===== src/rtl/ahb_master_interface.sv =====
// Single-beat AHB-Lite initiator: turns a command stream into NONSEQ transfers
// with the next address phase overlapping the current data phase; in-order responses.
module ahb_master_interface #(
  parameter logic [2:0]  HSIZE_VAL = 3'b010,
  parameter logic [31:0] IDLE_ADDR = 32'h0000_0000
) (
  input  logic        Hclk,
  input  logic        Hresetn,
  input  logic        cmd_valid,
  output logic        cmd_ready,
  input  logic        cmd_write,
  input  logic [31:0] cmd_addr,
  input  logic [31:0] cmd_wdata,
  input  logic        Hreadyin,
  input  logic [1:0]  Hresp,
  input  logic [31:0] Hrdata,
  output logic [31:0] Haddr,
  output logic [1:0]  Htrans,
  output logic        Hwrite,
  output logic [2:0]  Hsize,
  output logic [31:0] Hwdata,
  output logic        rsp_valid,
  output logic        rsp_write,
  output logic [31:0] rsp_rdata,
  output logic        rsp_error
);

  localparam logic [1:0] HTRANS_IDLE   = 2'b00;
  localparam logic [1:0] HTRANS_NONSEQ = 2'b10;

  logic        aphase_busy;
  logic        accept;
  logic        aphase_done;
  logic        dphase_done;
  logic        dphase_valid;
  logic        dphase_write;
  logic [31:0] pend_wdata;

  assign Hsize       = HSIZE_VAL;
  assign aphase_busy = (Htrans == HTRANS_NONSEQ);
  assign cmd_ready   = !aphase_busy || Hreadyin;
  assign accept      = cmd_valid && cmd_ready;
  assign aphase_done = aphase_busy && Hreadyin;
  assign dphase_done = dphase_valid && Hreadyin;

  // Address-phase slot; pending wdata rides along until the slot completes.
  always_ff @(posedge Hclk or negedge Hresetn) begin
    if (!Hresetn) begin
      Htrans     <= HTRANS_IDLE;
      Haddr      <= IDLE_ADDR;
      Hwrite     <= 1'b0;
      pend_wdata <= 32'h0;
    end else if (accept) begin
      Htrans     <= HTRANS_NONSEQ;
      Haddr      <= cmd_addr;
      Hwrite     <= cmd_write;
      pend_wdata <= cmd_wdata;
    end else if (cmd_ready) begin
      Htrans <= HTRANS_IDLE;
      Haddr  <= IDLE_ADDR;
      Hwrite <= 1'b0;
    end
  end

  // Data phase: Hwdata only moves when a write leaves the address phase,
  // so it stays stable through wait states.
  always_ff @(posedge Hclk or negedge Hresetn) begin
    if (!Hresetn) begin
      dphase_valid <= 1'b0;
      dphase_write <= 1'b0;
      Hwdata       <= 32'h0;
    end else if (aphase_done) begin
      dphase_valid <= 1'b1;
      dphase_write <= Hwrite;
      if (Hwrite) Hwdata <= pend_wdata;
    end else if (dphase_done) begin
      dphase_valid <= 1'b0;
    end
  end

  always_ff @(posedge Hclk or negedge Hresetn) begin
    if (!Hresetn) begin
      rsp_valid <= 1'b0;
      rsp_write <= 1'b0;
      rsp_rdata <= 32'h0;
      rsp_error <= 1'b0;
    end else begin
      rsp_valid <= dphase_done;
      if (dphase_done) begin
        rsp_write <= dphase_write;
        rsp_rdata <= dphase_write ? 32'h0 : Hrdata;
        rsp_error <= (Hresp != 2'b00);
      end
    end
  end

endmodule


===== config.mk =====
export PLATFORM = sky130hd
export DESIGN_NAME = ahb_master_interface
export DESIGN_NICKNAME = d
export VERILOG_FILES = /design/src/rtl/ahb_master_interface.sv
export SDC_FILE = /design/constraint.sdc
export NUM_CORES = 1
export LEC_CHECK = 0
export ABC_AREA = 0
export BUFFER_PORTS_ARGS = -buffer_cell sky130_fd_sc_hd__buf_4
export CAP_MARGIN = 5
export CORE_ASPECT_RATIO = 1.4
export CORE_MARGIN = 2
export CORE_UTILIZATION = 44
export CTS_CLUSTER_SIZE = 10
export DETAILED_ROUTE_END_ITERATION = 10
export GPL_TIMING_DRIVEN = 0
export MAX_ROUTING_LAYER = met4
export PLACE_DENSITY = 0.74
export SYNTH_ARGS = -nofsm -noshare
export SYNTH_HDL_FRONTEND = slang
export SYNTH_SLANG_ARGS = --single-unit

===== constraint.sdc =====
create_clock -name Hclk -period 3.81 [get_ports Hclk]
set_input_delay 0.762 -clock Hclk [delete_from_list [all_inputs] [get_ports Hclk]]
set_output_delay 0.762 -clock Hclk [all_outputs]
set_load 0.02 [all_outputs]

# Word-level counts from Yosys, hierarchy flattened
# Cells that the tools add are included.
[word_totals] regBits=136 in_bits=103 out_inout_bits=106 wordCells=30
[op_classes] eq_ne=1 n_mux=9 n_reduce_logical=9
[ops] operator="32-bit 2-to-1 mux" n=3
[ops] operator="2-bit nonzero test" n=3
[ops] operator="1-bit 2-to-1 mux" n=4
[ops] operator="2-bit 2-to-1 mux" n=2
[ops] operator="1-bit logical AND" n=3
[ops] operator="2-bit equality test (second input constant)" n=1
[ops] operator="2-bit AND reduction" n=1
[ops] operator="1-bit logical NOT" n=1
[ops] operator="1-bit logical OR" n=1

# Longest topological paths before layout
# Gate-level depths: netlist of the first run.
[logic_depth] ltp_word=5 mapped_depth=6 depth_no_buf=4

# Worst setup path before layout of the first run
# No wires, ideal clock.
[synth_path] kind="input to output" start="input port Hreadyin" end="output port cmd_ready" arrival_ns=1.250 required_time_ns=3.048 path_slack_ns=1.798 stages=4 path_buffers=2 cell_sequence="nor2b_1 buf_6 inv_4 buf_2"
[synth_between] elab_chain_len=1
[synth_lines] item="from (decl)" line="14" text="input logic Hreadyin,"
[synth_lines] item="1-bit logical OR" line="41" text="assign cmd_ready = !aphase_busy || Hreadyin;"
[synth_lines] item="to (decl)" line="10" text="output logic cmd_ready,"
# Every way passes these cells.

# Worst setup path in the final report of the first run
# Ends and elaborated chain as after synthesis.

==> metrics, run 1 <==
status=finished, final reports clean; CTS buffer count=17; Final ANT Viol Nets=0; Pwr per Cell Area=623.8 nW/µm²; drt pass-1 iters=4; Antenna diodes=0; Slew Viols, Final=0; vias per cell=between 4 and 5; IO Port Bufs=203; GR Overflow Total=0; critical path class=primary input to output pin; clk root buf=clkbuf_16; power share of the sequential group=0.388; Final period util=0.6218; Final min period=~2.4 ns; number of global-route vias before repair=4,243; Worst Reg-to-Reg Cells=6; io pins=approximately 210; Post-CTS Setup Inserts=0; final hold vios=0; Synth Register Bits=between 100 and 150; Die Height=around 130 µm; area leader, netlist=dfrtp_1; share of layout cells above drive strength 1=0.4670; Gates resized, CTS repair=0; Mapped Area=5376 µm²; power share of the combinational group=0.248; worst setup margin=between 1 and 1.5 ns; CTS H-tree depth=4; clock sink count=around 140; DP Worst Slack=1.446 ns; nets=772; via count=4,014; Syn. warnings=0; initial antenna violation count=0; worst vdd ir=~0.00035 V; CORE AREA=between 10,000 and 15,000 µm²; num rows=47; ranking of synthesized cells by area=dfrtp_1 (63%), mux2_4 (8.4%), mux2_2 (7.3%); syn_area_per_cell=around 12 µm²; setup tns final=0 ns; Setup Viol. Count Final=0; die area=13,130 µm²; sequential cell area=approximately 3400 µm²; nature of the critical path startpoint=primary input; RSZ-0062 raised after global routing=false; Pwr Total=0.004845 W; CTS Hold Buffers Added=0; first-pass GRT wire length=20.94 mm; initial core utilization=0.4526; GP Congestion=approximately 0.8; Pint=0.003481 W; HPWL after DPL=around 9.5 mm; pin count of the biggest net entering global routing=76; hold_ws=between 0.3 and 0.4 ns; element type at the critical path end=output pin; Tightest Pin Transition=approximately 0.68 ns; WL per Instance=about 15 µm; area delta synth->final=44.45%; Die W=97.43 µm; clock skew=0.01186 ns; sw frac=0.2815; WP data required=slightly above 3 ns; DRC viols=0; synthesized instance count=between 400 and 500; Clk pwr share=0.364; CTS tree=built; Synth top area share=0.6283; clk_lat worst skew=around 0.41 ns; Clock transition at path regs=roughly 0.06 ns; Filler cells=935; critical-path maximum fanout=10; arrival time worst endpoint=1.61 ns; Leak=4.024 nW; gr usage total=0.2058; Net Switching=0.001364 W; Clock Tree Buf Depth=2; fmax=422.1 MHz; DRT Wirelength=approximately 13 mm; library cells used by synthesis=18; max cap viols=0; 1st-iter DRT viols=89; Hold Path Class=primary input to async pin; post-synthesis sequential area ratio=0.6283; area of the multi-input gates=1814 µm²; Slew Limit Headroom=0.5465
-- worst paths after layout --
kind / start / endpoint / slack, ns
worst min-delay path: Hresetn / rsp_rdata[10] / 0.37
worst max-delay path: Hreadyin / cmd_ready / 1.44
worst max register to register: Htrans[1] / pend_wdata[2] / 2.27
worst min register to register: Haddr[10] / Haddr[10] / 0.47
min in group Hclk: Haddr[10] / Haddr[10] / 0.47
max in group asynchronous: Hresetn / pend_wdata[2] / 2.70
-- flip-flops by register name (all words and copies together) (netlist names) --
register and cells:
rsp_rdata 32, Haddr 32, pend_wdata 32, rsp_error 1, Htrans 1, dphase_valid 1, dphase_write 1, rsp_valid 1
rsp_write 1, Hwrite 1, Hwdata 32
-- logic make-up after synthesis --
kind of cell	share of synthesized area
flip-flops	0.6283
AND/OR/NAND/NOR	0.1459
AO/OA/AOI/OAI	0.03165
buffers and inverters	0.03561
other	0.001397
multiplexers	0.1571
-- power by group through the flow --
| stage | clock, W | combinational [W] | sequential, W |
|---|---|---|---|
| 6_report | 0.00176 | 0.00120 | 0.00188 |
| 5_1_grt | 0.00187 | 0.00129 | 0.00191 |
| 4_1_cts | 0.00180 | 0.00122 | 0.00188 |
| 3_5_place_dp | 0 | 0.00122 | 0.00190 |
| 3_3_place_gp | 0 | 0.00119 | 0.00188 |
| 2_1_floorplan | 0 | 0.000356 | 0.00216 |
-- cell usage in the layout, fill, tap and decap left out, drive strengths merged, types with 3 or more instances in the layout --
cell	synthesis	layout
buf	17	221
clkinvlp	0	4
mux2	65	65
dfrtp	135	135
nand3	34	34
inv	3	3
o21ai	34	34
bufinv	0	5
clkinv	0	4
conb	2	4
clkbuf	15	33
nand2	104	104
nand2b	33	33
-- per-layer routing --
metal | wire, µm | vias to the layer above | part of all wire | global-route usage
li1 | - | 1899 | - | -
met1 | 5138 | 1933 | 0.40 | 0.2445
met2 | 6463 | 167 | 0.51 | 0.3364
met3 | 965 | 15 | 0.076 | 0.06366
met4 | 169 | 0 | 0.013 | 0.06867
met5 | 0 | - | 0 | -
-- area by class of cell --
| type | count | share of cell area |
|---|---|---|
| Tap cell | 147 | 0.02368 |
| Clock buffer | 18 | 0.05655 |
| Timing Repair Buffer | 204 | 0.2003 |
| Multi-Input combinational cell | 276 | 0.2336 |
| Clock inverter | 13 | 0.02626 |
| Buffer | 32 | 0.02288 |
| Inverter | 3 | 0.001772 |
| Sequential cell | 135 | 0.4350 |
-- cells in the mapped netlist, drive strengths merged --
cell,number
mux2,65
o21ai,34
conb,2
nand3,34
buf,17
nand2b,33
clkbuf,15
inv,3
nor2b,1
nor2,1
dfrtp,135
nand2,104
-- through the flow --
| stage | utilization | std cells | area [µm²] |
|---|---|---|---|
| 6_report | 0.6538 | 828 | 7766 |
| 5_1_grt | 0.6538 | 828 | 7766 |
| 4_1_cts | 0.6538 | 828 | 7766 |
| 3_5_place_dp | 0.5996 | 797 | 7123 |
| 3_3_place_gp | 0.5970 | 796 | 7092 |
| 2_1_floorplan | - | 446 | 5384 |
-- worst max-delay path, stage by stage --
cell and delay, ns:
buf_4 0.13, nor2b_1 0.14, buf_6 0.15, inv_4 0.06, buf_2 0.18, buf_4 0.17
Note: power is estimated with default switching activity, not from simulation.
==> run 2: changes to the inputs <==
Settings changed: ABC_AREA 0 to 1.
Clock period 3.81 ns to 2.2 ns, I/O delays scaled along.
==> metrics, run 2 <==
Worst Reg-to-Reg Cells=5 (was 6); worst setup margin=0.3188 ns (was 1.441 ns); Syn. warnings=0 (unchanged); CTS tree=built (unchanged); Tightest Pin Transition=0.5028 ns (was 0.6803 ns); initial core utilization=0.4503 (was 0.4526); Post-synth top cells=nand2_1 (298), dfrtp_1 (135), nand3_1 (98) (was dfrtp_1 (135), nand2_1 (103), mux2_2 (35)); Leak=4.378 nW (was 4.024 nW); Hold Startpoint=Hrdata[31]; DP Worst Slack=0.5586 ns (was 1.446 ns); clk root buf=clkbuf_16 (unchanged); max cap viols=0 (unchanged); share of layout cells above drive strength 1=0.3345 (was 0.4670); critical path class=flop to output pin (was primary input to output pin); count leader, synth=nand2_1 (was dfrtp_1); Final Util=0.6589 (was 0.6538); reg2reg start=dphase_valid (was Htrans[1]); CP delay by family, top=buffers and inverters (unchanged); critical-path cell list=nand2_2, buf_6, buf_6, buf_4 (was buf_4, nor2b_1, buf_6, inv_4, buf_2, buf_4); dpl cells=939 (was 797); WHS Endpoint=rsp_rdata[31]; commonest non-fill, non-tap cell in the layout=nand2_1 (was buf_4); nets=915 (was 772); clock sink count=135 (unchanged); CORE AREA=11,760 µm² (was 11,880 µm²); RSZ-0062 raised after global routing=false (unchanged); Slew Limit Headroom=0.6648 (was 0.5465); final hold vios=0 (unchanged); Clock transition at path regs=0.06 ns (about the same); area delta synth->final=46.33% (was 44.45%); Mapped Area=5296 µm² (was 5376 µm²); element type at the critical path end=output pin (unchanged); GR Overflow Total=0 (unchanged); die area=12,940 µm² (was 13,130 µm²); ranking of synthesized cells by area=dfrtp_1 (64%), nand2_1 (21%), nand3_1 (9.3%) (was dfrtp_1 (63%), mux2_4 (8.4%), mux2_2 (7.3%)); Synth top area share=0.6378 (was 0.6283); worst vdd ir=0.0006188 V (was 0.0003468 V); Compound-Gate Fraction of Synth Area=0.0009450 (was 0.03165); setup tns final=0 ns (unchanged); nature of the critical path startpoint=flop (was primary input); CTS H-tree depth=4 (unchanged); fmax=531.6 MHz; Slew Viols, Final=0 (unchanged); Critical-path top delay cell=dfrtp_1 (was buf_2); reg2reg end=rsp_rdata[21] (was pend_wdata[2]); Die Height=133.8 µm (was 134.8 µm); HPWL after DPL=10.18 mm (was 9.537 mm); Post-CTS Setup Inserts=0 (unchanged); clock skew=0.008449 ns (was 0.01186 ns); drt pass-1 iters=5 (was 4); post-synthesis mux area share=0 (was 0.1571); most frequent cells in the layout=nand2_1 (298), buf_4 (210), dfrtp_1 (135) (was buf_4 (207), dfrtp_1 (135), nand2_1 (103)); Non-Filler Instances=972 (was 828); EDFF count, synth=0 (unchanged); number of global-route vias before repair=4,819 (was 4,243); io pins=209 (unchanged); critical-path maximum fanout=10 (unchanged); pin count of the biggest net entering global routing=98 (was 76); WP data required=1.76 ns (was 3.05 ns); GP Congestion=0.8980 (was 0.8018); synthesized instance count=585 (was 444); library cells used by synthesis=14 (was 18); first-pass GRT wire length=23.00 mm (was 20.94 mm); Setup Viol. Count Final=0 (unchanged); gr usage total=0.2274 (was 0.2058); Final min period=1.881 ns; met3 WL post-DR=1.066 mm (was 965 µm); DP Area=7051 µm² (was 7123 µm²); Gates resized, CTS repair=0 (unchanged); Clock Tree Buf Depth=2 (unchanged); Hold Path Class=primary input to flop (was primary input to async pin); arrival time worst endpoint=1.44 ns (was 1.61 ns); syn_area_per_cell=9.054 µm² (was 12.11 µm²); post-synthesis sequential area ratio=0.6378 (was 0.6283); CTS buffer count=17 (unchanged); Metal-1 WL=5.583 mm (was 5.138 mm); IO Port Bufs=204 (was 203); clk_lat worst skew=0.41 ns (about the same); area leader, netlist=dfrtp_1 (unchanged); Final period util=0.8551; DRC viols=0 (unchanged); Synth Register Bits=135 (unchanged); via count=4,658 (was 4,014); top sig layer=met4 (unchanged); status=finished, final reports clean (unchanged); worst path buffer plus inverter count=3 (was 5); largest family of logic cells by synthesized area=simple AND/OR/NAND/NOR gates (was multiplexers); WL per Instance=14.17 µm (was 15.38 µm); Post-synth ARST share=1.000 (unchanged); reg2reg setup slack=0.96 ns (was 2.27 ns); Antenna diodes=0 (unchanged); Synth Area in Adders=0 (unchanged); num rows=47 (unchanged); initial antenna violation count=0 (unchanged); Design Area, Final=7750 µm² (was 7766 µm²); WHS Path Cells=3; Die W=96.73 µm (was 97.43 µm); Synth Area in XOR/XNOR=0 (unchanged); CP peak stage delay=0.42 ns (was 0.18 ns); vias per cell=4.792 (was 4.848); Top cell by count, worst path=buf_6 (was buf_4); top_reg_cell synth=dfrtp_1 (unchanged); 1st-iter DRT viols=243 (was 89); met2 wire length=6.849 mm (was 6.463 mm); DRT Wirelength=13.78 mm (was 12.74 mm); Crit. Startpoint=Htrans[1] (was Hreadyin); Simple-Gate Fraction of Synth Area=0.3104 (was 0.1459); Final ANT Viol Nets=0 (unchanged); Pwr per Cell Area=1097 nW/µm² (was 623.8 nW/µm²)
## run 2: repair_timing
action                                  in CTS  in global routing
hold buffers                                 1                  0
endpoints found under the setup margin       0                  0
hold endpoints to repair                    38                  0
## run 2: kinds of logic after synthesis
family | Yosys count
buffers and inverters | 45
DFF | 135
other | 2
AOI/OAI and AO/OA | 1
and+or+nand+nor | 402
## run 2: metrics by stage
step / hold slack [ns] / total power (W)
after detailed placement: 0.3742 / 0.005309
after global placement: 0.4542 / 0.005246
after floorplan: 0.1444 / 0.004274
after global routing: 0.2256 / 0.008929
final: 0.2300 / 0.008505
after CTS: 0.2157 / 0.008596
## run 2: routing by layer
layer  track usage  vias up
met2        0.3735      199
met1        0.2709     2161
met3       0.06462       20
li1              -     2278
met4       0.07825        0
met5             -        -
## run 2: worst max path at each step
stage            endpoint  cells after the start
4_1_cts         cmd_ready                      4
3_3_place_gp   Hwdata[29]                      1
6_report        cmd_ready                      4
3_5_place_dp    cmd_ready                      6
5_1_grt         cmd_ready                      4
2_1_floorplan   cmd_ready                      4
## run 2: area by class of cell
| type | instances | area (µm²) |
|---|---|---|
| Clock inverter | 11 | 219.0 |
| Clock buffer | 21 | 470.5 |
| Buffer | 41 | 246.5 |
| Fill cell | 981 | 4011 |
| Inverter | 4 | 15.01 |
| Multi-Input combinational cell | 407 | 1664 |
| Sequential cell | 135 | 3378 |
| Tap cell | 147 | 183.9 |
| Timing Repair Buffer | 206 | 1573 |
## run 2: power by group
group	internal [W]	leakage [nW]	switching, W
Sequential	0.00296	1.71	0.000268
Combinational	0.000865	2.35	0.00116
Clock	0.00222	0.322	0.00103
Total	0.00604	4.38	0.00246
## run 2: worst min-delay path, delay by kind of cell
| family | cells | cell delay (ns) |
|---|---|---|
| buffers and inverters | 1 | 0.08 |
| AND/OR/NAND/NOR | 2 | 0.08 |
